[src/rtl/load_extend_unit_if.sv]
// Request, memory-port and response signals of the load/extend unit.
// The slave modport is the unit's view; the master modport is its environment.
interface load_extend_unit_if #(
  parameter int unsigned DATA_WIDTH = 32
);
  // Request from the execute stage
  logic                  req_valid;
  logic                  req_ready;
  logic [31:0]           req_addr;
  logic [2:0]            req_funct3;
  logic [4:0]            req_rd;
  // Data-memory read port
  logic                  mem_rd_en;
  logic [31:0]           mem_addr;
  logic                  mem_ack;
  logic [DATA_WIDTH-1:0] mem_rdata;
  // Response to the pipeline
  logic                  rsp_valid;
  logic                  rsp_ready;
  logic [DATA_WIDTH-1:0] rsp_data;
  logic [4:0]            rsp_rd;
  logic                  rsp_err;
  logic                  busy;

  modport slave (
    input  req_valid, req_addr, req_funct3, req_rd, mem_ack, mem_rdata, rsp_ready,
    output req_ready, mem_rd_en, mem_addr, rsp_valid, rsp_data, rsp_rd, rsp_err, busy
  );

  modport master (
    output req_valid, req_addr, req_funct3, req_rd, mem_ack, mem_rdata, rsp_ready,
    input  req_ready, mem_rd_en, mem_addr, rsp_valid, rsp_data, rsp_rd, rsp_err, busy
  );
endinterface

[src/rtl/load_extend_unit.sv]
// Multi-cycle load controller: one request in flight, word-aligned memory read,
// byte/halfword/word extraction with sign or zero extension, error reporting for
// misaligned, illegal and timed-out loads. Only DATA_WIDTH = 32 is supported.
module load_extend_unit #(
  parameter int unsigned DATA_WIDTH = 32,
  parameter int unsigned TIMEOUT    = 255
) (
  input  logic              clk,
  input  logic              rst_n,
  load_extend_unit_if.slave bus
);

  localparam int unsigned     CntW    = $clog2(TIMEOUT + 1);
  localparam logic [CntW-1:0] CntLast = CntW'(TIMEOUT - 1);

  localparam logic [2:0] F3Lb  = 3'b000;
  localparam logic [2:0] F3Lh  = 3'b001;
  localparam logic [2:0] F3Lw  = 3'b010;
  localparam logic [2:0] F3Lbu = 3'b100;
  localparam logic [2:0] F3Lhu = 3'b101;

  typedef enum logic [1:0] {StIdle, StMem, StResp} state_e;

  state_e                state_q, state_d;
  logic [CntW-1:0]       cnt_q, cnt_d;
  logic [1:0]            lane_q, lane_d;
  logic [2:0]            funct3_q, funct3_d;
  logic                  mem_rd_en_q, mem_rd_en_d;
  logic [31:0]           mem_addr_q, mem_addr_d;
  logic                  rsp_valid_q, rsp_valid_d;
  logic [DATA_WIDTH-1:0] rsp_data_q, rsp_data_d;
  logic [4:0]            rsp_rd_q, rsp_rd_d;
  logic                  rsp_err_q, rsp_err_d;

  logic                  req_bad;
  logic [7:0]            byte_sel;
  logic [15:0]           half_sel;
  logic [DATA_WIDTH-1:0] load_val;

  assign bus.req_ready = (state_q == StIdle) && rst_n;
  assign bus.mem_rd_en = mem_rd_en_q;
  assign bus.mem_addr  = mem_addr_q;
  assign bus.rsp_valid = rsp_valid_q;
  assign bus.rsp_data  = rsp_data_q;
  assign bus.rsp_rd    = rsp_rd_q;
  assign bus.rsp_err   = rsp_err_q;
  assign bus.busy      = (state_q != StIdle);

  // Classify the incoming request: illegal funct3 or misaligned for its size
  always_comb begin
    req_bad = 1'b0;
    case (bus.req_funct3)
      F3Lb, F3Lbu: req_bad = 1'b0;
      F3Lh, F3Lhu: req_bad = bus.req_addr[0];
      F3Lw:        req_bad = (bus.req_addr[1:0] != 2'b00);
      default:     req_bad = 1'b1;
    endcase
  end

  // Select the addressed lane from the returned word and extend it to 32 bits
  always_comb begin
    byte_sel = 8'h00;
    unique case (lane_q)
      2'd0: byte_sel = bus.mem_rdata[7:0];
      2'd1: byte_sel = bus.mem_rdata[15:8];
      2'd2: byte_sel = bus.mem_rdata[23:16];
      2'd3: byte_sel = bus.mem_rdata[31:24];
      default: byte_sel = 8'h00;
    endcase
    half_sel = lane_q[1] ? bus.mem_rdata[31:16] : bus.mem_rdata[15:0];
    load_val = '0;
    case (funct3_q)
      F3Lb:    load_val = {{24{byte_sel[7]}}, byte_sel};
      F3Lbu:   load_val = {24'h000000, byte_sel};
      F3Lh:    load_val = {{16{half_sel[15]}}, half_sel};
      F3Lhu:   load_val = {16'h0000, half_sel};
      F3Lw:    load_val = bus.mem_rdata;
      default: load_val = '0;
    endcase
  end

  // Next-state and registered-output logic of the IDLE/MEM/RESP controller
  always_comb begin
    state_d     = state_q;
    cnt_d       = cnt_q;
    lane_d      = lane_q;
    funct3_d    = funct3_q;
    mem_rd_en_d = mem_rd_en_q;
    mem_addr_d  = mem_addr_q;
    rsp_valid_d = rsp_valid_q;
    rsp_data_d  = rsp_data_q;
    rsp_rd_d    = rsp_rd_q;
    rsp_err_d   = rsp_err_q;

    unique case (state_q)
      StIdle: begin
        if (bus.req_valid) begin
          lane_d   = bus.req_addr[1:0];
          funct3_d = bus.req_funct3;
          rsp_rd_d = bus.req_rd;
          if (req_bad) begin
            // Rejected without touching memory
            state_d     = StResp;
            rsp_valid_d = 1'b1;
            rsp_err_d   = 1'b1;
            rsp_data_d  = '0;
          end else begin
            state_d     = StMem;
            mem_rd_en_d = 1'b1;
            mem_addr_d  = {bus.req_addr[31:2], 2'b00};
            cnt_d       = '0;
          end
        end
      end
      StMem: begin
        // Ack takes priority over the timeout threshold in the same cycle
        if (bus.mem_ack) begin
          state_d     = StResp;
          mem_rd_en_d = 1'b0;
          rsp_valid_d = 1'b1;
          rsp_data_d  = load_val;
          rsp_err_d   = 1'b0;
        end else if (cnt_q == CntLast) begin
          state_d     = StResp;
          mem_rd_en_d = 1'b0;
          rsp_valid_d = 1'b1;
          rsp_data_d  = '0;
          rsp_err_d   = 1'b1;
        end else begin
          cnt_d = cnt_q + 1'b1;
        end
      end
      StResp: begin
        if (bus.rsp_ready) begin
          state_d     = StIdle;
          rsp_valid_d = 1'b0;
        end
      end
      default: begin
        state_d = StIdle;
      end
    endcase
  end

  // State register with synchronous active-low reset
  always_ff @(posedge clk) begin
    if (!rst_n) begin
      state_q     <= StIdle;
      cnt_q       <= '0;
      lane_q      <= 2'b00;
      funct3_q    <= 3'b000;
      mem_rd_en_q <= 1'b0;
      mem_addr_q  <= '0;
      rsp_valid_q <= 1'b0;
      rsp_data_q  <= '0;
      rsp_rd_q    <= '0;
      rsp_err_q   <= 1'b0;
    end else begin
      state_q     <= state_d;
      cnt_q       <= cnt_d;
      lane_q      <= lane_d;
      funct3_q    <= funct3_d;
      mem_rd_en_q <= mem_rd_en_d;
      mem_addr_q  <= mem_addr_d;
      rsp_valid_q <= rsp_valid_d;
      rsp_data_q  <= rsp_data_d;
      rsp_rd_q    <= rsp_rd_d;
      rsp_err_q   <= rsp_err_d;
    end
  end

endmodule

[src/flat_wrapper.sv]
// flat-port wrapper written by rule: the top's interface ports become plain ports
module load_extend_unit_flat 
#(
  parameter int unsigned DATA_WIDTH = 32,
  parameter int unsigned TIMEOUT    = 255
)
  (clk, rst_n, bus_req_valid, bus_req_addr, bus_req_funct3, bus_req_rd, bus_mem_ack, bus_mem_rdata, bus_rsp_ready, bus_req_ready, bus_mem_rd_en, bus_mem_addr, bus_rsp_valid, bus_rsp_data, bus_rsp_rd, bus_rsp_err, bus_busy);
  load_extend_unit_if #(.DATA_WIDTH(DATA_WIDTH)) bus_i ();
  input  logic clk;
  input  logic rst_n;
  input wire logic [$bits(bus_i.req_valid)-1:0] bus_req_valid;
  input wire logic [$bits(bus_i.req_addr)-1:0] bus_req_addr;
  input wire logic [$bits(bus_i.req_funct3)-1:0] bus_req_funct3;
  input wire logic [$bits(bus_i.req_rd)-1:0] bus_req_rd;
  input wire logic [$bits(bus_i.mem_ack)-1:0] bus_mem_ack;
  input wire logic [$bits(bus_i.mem_rdata)-1:0] bus_mem_rdata;
  input wire logic [$bits(bus_i.rsp_ready)-1:0] bus_rsp_ready;
  output wire logic [$bits(bus_i.req_ready)-1:0] bus_req_ready;
  output wire logic [$bits(bus_i.mem_rd_en)-1:0] bus_mem_rd_en;
  output wire logic [$bits(bus_i.mem_addr)-1:0] bus_mem_addr;
  output wire logic [$bits(bus_i.rsp_valid)-1:0] bus_rsp_valid;
  output wire logic [$bits(bus_i.rsp_data)-1:0] bus_rsp_data;
  output wire logic [$bits(bus_i.rsp_rd)-1:0] bus_rsp_rd;
  output wire logic [$bits(bus_i.rsp_err)-1:0] bus_rsp_err;
  output wire logic [$bits(bus_i.busy)-1:0] bus_busy;
  assign bus_i.req_valid = bus_req_valid;
  assign bus_i.req_addr = bus_req_addr;
  assign bus_i.req_funct3 = bus_req_funct3;
  assign bus_i.req_rd = bus_req_rd;
  assign bus_i.mem_ack = bus_mem_ack;
  assign bus_i.mem_rdata = bus_mem_rdata;
  assign bus_i.rsp_ready = bus_rsp_ready;
  assign bus_req_ready = bus_i.req_ready;
  assign bus_mem_rd_en = bus_i.mem_rd_en;
  assign bus_mem_addr = bus_i.mem_addr;
  assign bus_rsp_valid = bus_i.rsp_valid;
  assign bus_rsp_data = bus_i.rsp_data;
  assign bus_rsp_rd = bus_i.rsp_rd;
  assign bus_rsp_err = bus_i.rsp_err;
  assign bus_busy = bus_i.busy;
  load_extend_unit #(.DATA_WIDTH(DATA_WIDTH), .TIMEOUT(TIMEOUT)) u_core (.clk(clk), .rst_n(rst_n), .bus(bus_i));
endmodule
[config.mk]
export PLATFORM = sky130hd
export DESIGN_NAME = load_extend_unit_flat
export DESIGN_NICKNAME = d
export VERILOG_FILES = /design/src/rtl/load_extend_unit_if.sv /design/src/rtl/load_extend_unit.sv /design/src/flat_wrapper.sv
export SDC_FILE = /design/constraint.sdc
export NUM_CORES = 1
export LEC_CHECK = 0
export ABC_CLOCK_PERIOD_IN_PS = 3500
export BUFFER_PORTS_ARGS = -buffer_cell sky130_fd_sc_hd__buf_2
export CORE_AREA = 2 2 88 90
export DETAILED_ROUTE_END_ITERATION = 12
export DIE_AREA = 0 0 90 92
export PLACE_DENSITY = 0.93
export SYNTH_ARGS = -nofsm -noshare
export SYNTH_HDL_FRONTEND = slang
export SYNTH_SLANG_ARGS = --single-unit
[constraint.sdc]
create_clock -name clk -period 3.5 [get_ports clk]
set_clock_uncertainty 0.1 [all_clocks]
set_input_delay 0 -clock clk [delete_from_list [all_inputs] [get_ports clk]]
set_output_delay 0 -clock clk [all_outputs]
set_load 0.02 [all_outputs]
==> impl_metrics.ini <==
[route]
dr.pass1.iters = 5
avgViaCountPerCell = 5.674
drc = 0
drtIter0Drc = 260
final_antenna_net_count = 0
vias = 4210
postRouteWirelength_um = 12960
wire_per_inst_um = 17.47

[place]
routabilityCongestion = 0.8783
hpwl_um = 7576
io_buffers = 148

[critical_path]
cp-start-kind = flop
end_kind = flop
reg2reg_from = u_core.state_q[0]
cp-endpoint = u_core.bus.rsp_data[0]
r2r-end = u_core.bus.rsp_data[0]
crit_fanout = 32
crit_arrival_ns = 3.23
required_ns = 3.70
rr_worst_depth = 5
critPathKind = flop to flop
worstSetupStartpoint = u_core.state_q[0]
r2r_slack_ns = 0.46

[sta]
max-slew-margin-rel_pct = 32.27
fmax_ghz = 0.3294
fin_crit_ns = 3.036
worst_slew_pin_slew_ns = 1.014
rsz0062_at_grt = no
hold_viol = 0
post-route-period-util_pct = 86.74
tns_ns = 0
finalSetupViolCount = 0
slew_violations = 0
fin_hold_ws_ns = 0.05795

[floorplanning]
ios = 151
core_sq_um = 7447
start_util_pct = 50.27
die_w_um = 90
die_y_um = 92
rows = 32
die_area_sq_um = 8280

[clock_network]
clockBufferDepth = 2
clock-sinks = 85
postCtsSetupRepairBufs = 0
cts_hold_buffers = 79
numCtsBuffers = 9
clkTransAtPathRegs_ns = 0.08
cts.repair.resized = 0
cts-htree-levels = 3
cts_root_buffer = clkbuf_8
clk_latency_ns = 0.35
cts_tree = done

[run_status]
status = complete, no violations

[synthesis]
synthCells = 424
ys_warn_count = 0
synthesis.area_sq_um = 3744
synth_cell_types = 51
syn-mean-instance-area_sq_um = 8.829
yosysSeqAreaShare_pct = 45.45
ys_ff_latch = 85

[power]
p_total_w = 0.002386
powerDensity_nw_per_um2 = 431.6
p_leak_nw = 2.371
vdd_ir_drop_max_mv = 0.2636

[min_path]
hp-class = input pin to flop

[cells_and_area]
drive_gt1_share_pct = 28.64
area_growth_pct = 47.69
fill_cells = 492
utilization_pct = 74.24
regArea_sq_um = 1702
multi_input_area_sq_um = 1852
nets = 714

[global_route]
gr-total-overflow = 0
grt_max_degree = 52
grt_usage_pct = 30.77
grt_pass1_vias = 4162
grt_antenna_before_repair = 1
grt_pass1_wl_um = 20470

[job]
maxCapViolCount = 0
-- through the flow --
stage,cell area (sq um),setup slack [ns],cells
after floorplan,3747,1.733,425
after global placement,4489,1.121,647
after detailed placement,4489,1.028,647
after CTS,5527,0.5041,741
after global routing,5529,0.2800,742
final,5529,0.4639,742
-- critical path, stage by stage, from the launching register on --
cell           delay, ns
dfxtp_1             0.48
or3b_1              0.40
a41o_1              0.36
a41oi_4             0.88
o2bb2ai_1           0.19
dlygate4sd3_1       0.56
-- cells in the mapped netlist, drive strengths merged --
library cell,instances,area [sq um]
mux2,1,11.26
a21o,3,23.77
ha,2,25.02
o211ai,1,7.510
nand2,81,304.0
o21ai,9,45.04
a22oi,16,120.1
a41oi,2,36.29
o2bb2ai,34,310.3
nor4,2,12.51
o21bai,1,7.510
nor3,1,5.000
mux2i,14,140.1
nor3b,3,22.52
o22ai,2,12.51
inv,6,22.52
and4,2,18.77
nand4b,1,8.760
o31ai,2,15.01
clkbuf,19,71.32
o211a,1,10.01
nand4,3,18.77
conb,1,3.750
nand2b,4,25.02
buf,15,103.8
a221oi,7,61.31
a21oi,54,274.0
o21a,1,7.510
a41o,1,10.01
or3b,2,17.52
nand3,10,50.05
or2,2,12.51
or3,9,56.30
or4,1,11.26
nor2b,2,12.51
mux4,1,22.52
a211oi,9,67.56
nor2,13,51.30
and2,1,6.260
dfxtp,85,1702
-- flip-flops by register name (all words and copies together), names as in the netlist --
register and cells:
u_core.cnt_q 8, u_core.bus.mem_addr 30, u_core.bus.rsp_err 1, u_core.bus.rsp_data 32, u_core.bus.mem_rd_en 1, u_core.bus.rsp_valid 1, u_core.bus.rsp_rd 5, u_core.funct3_q 3
u_core.lane_q 2, u_core.state_q 2
-- metal layers --
| metal | up-vias | track usage, % | part of all wire [%] |
|---|---|---|---|
| li1 | 1954 | - | - |
| met1 | 1940 | 34.58 | 38 |
| met2 | 273 | 53.76 | 48 |
| met3 | 43 | 8.710 | 9.6 |
| met4 | 0 | 14.87 | 3.9 |
| met5 | - | 0 | 0 |
-- cell type report --
cell class / count / share of cell area, %
diodes: 1 / 0.04526
clock buffers: 11 / 2.738
clock inverters: 4 / 1.720
inverters: 6 / 0.4073
multi-input cells: 300 / 33.49
flip-flops and latches: 85 / 30.78
well taps: 102 / 2.308
repair buffers: 233 / 28.51
-- cells in the final DEF, fill, tap and decap left out, types with 3 or more instances in the layout --
| master | instances |
|---|---|
| buf_4 | 6 |
| o21ai_0 | 8 |
| nor3b_1 | 3 |
| dfxtp_1 | 85 |
| nand4_1 | 3 |
| mux2i_1 | 14 |
| nor2_1 | 12 |
| dlygate4sd3_1 | 79 |
| a211oi_1 | 9 |
| a221oi_1 | 7 |
| or3_1 | 9 |
| o2bb2ai_1 | 32 |
| a21oi_1 | 53 |
| bufinv_16 | 3 |
| nand3_1 | 10 |
| nand2_1 | 81 |
| nand2b_1 | 4 |
| inv_1 | 6 |
| a22oi_1 | 16 |
| clkbuf_8 | 11 |
| buf_2 | 148 |
-- worst min-delay path by stage --
stage / cells past startpoint / end / from / slack, ns
floorplan: 2 / u_core.funct3_q[0] / bus_req_funct3[0] / 0.04
global placement: 3 / u_core.bus.mem_addr[31] / bus_req_addr[31] / 0.14
detailed placement: 3 / u_core.bus.mem_addr[17] / bus_req_addr[17] / 0.14
CTS: 4 / u_core.bus.rsp_valid / bus_req_valid / 0.06
global route: 4 / u_core.bus.mem_rd_en / bus_req_valid / 0.1
finish: 4 / u_core.bus.mem_rd_en / bus_req_valid / 0.06
-- report_power, final --
part	internal [W]	total, W	switching, W
Sequential	0.00101	0.00104	0.0000290
Clock	0.000508	0.000855	0.000346
Combinational	0.000213	0.000496	0.000283
-- logic make-up (layout without fill, tap and decap cells) --
| logic type | after synthesis | count (layout) | share of synthesized area [%] |
|---|---|---|---|
| AOI/OAI and AO/OA | 143 | 143 | 26.94 |
| and+or+nand+nor | 137 | 137 | 16.91 |
| DFF | 85 | 85 | 45.45 |
| buffers and inverters | 40 | 254 | 5.280 |
| muxes | 16 | 16 | 4.646 |
| adders and majority gates | 2 | 2 | 0.6683 |
| other | 1 | 3 | 0.1002 |
Note: power is estimated with default switching activity, not from simulation.
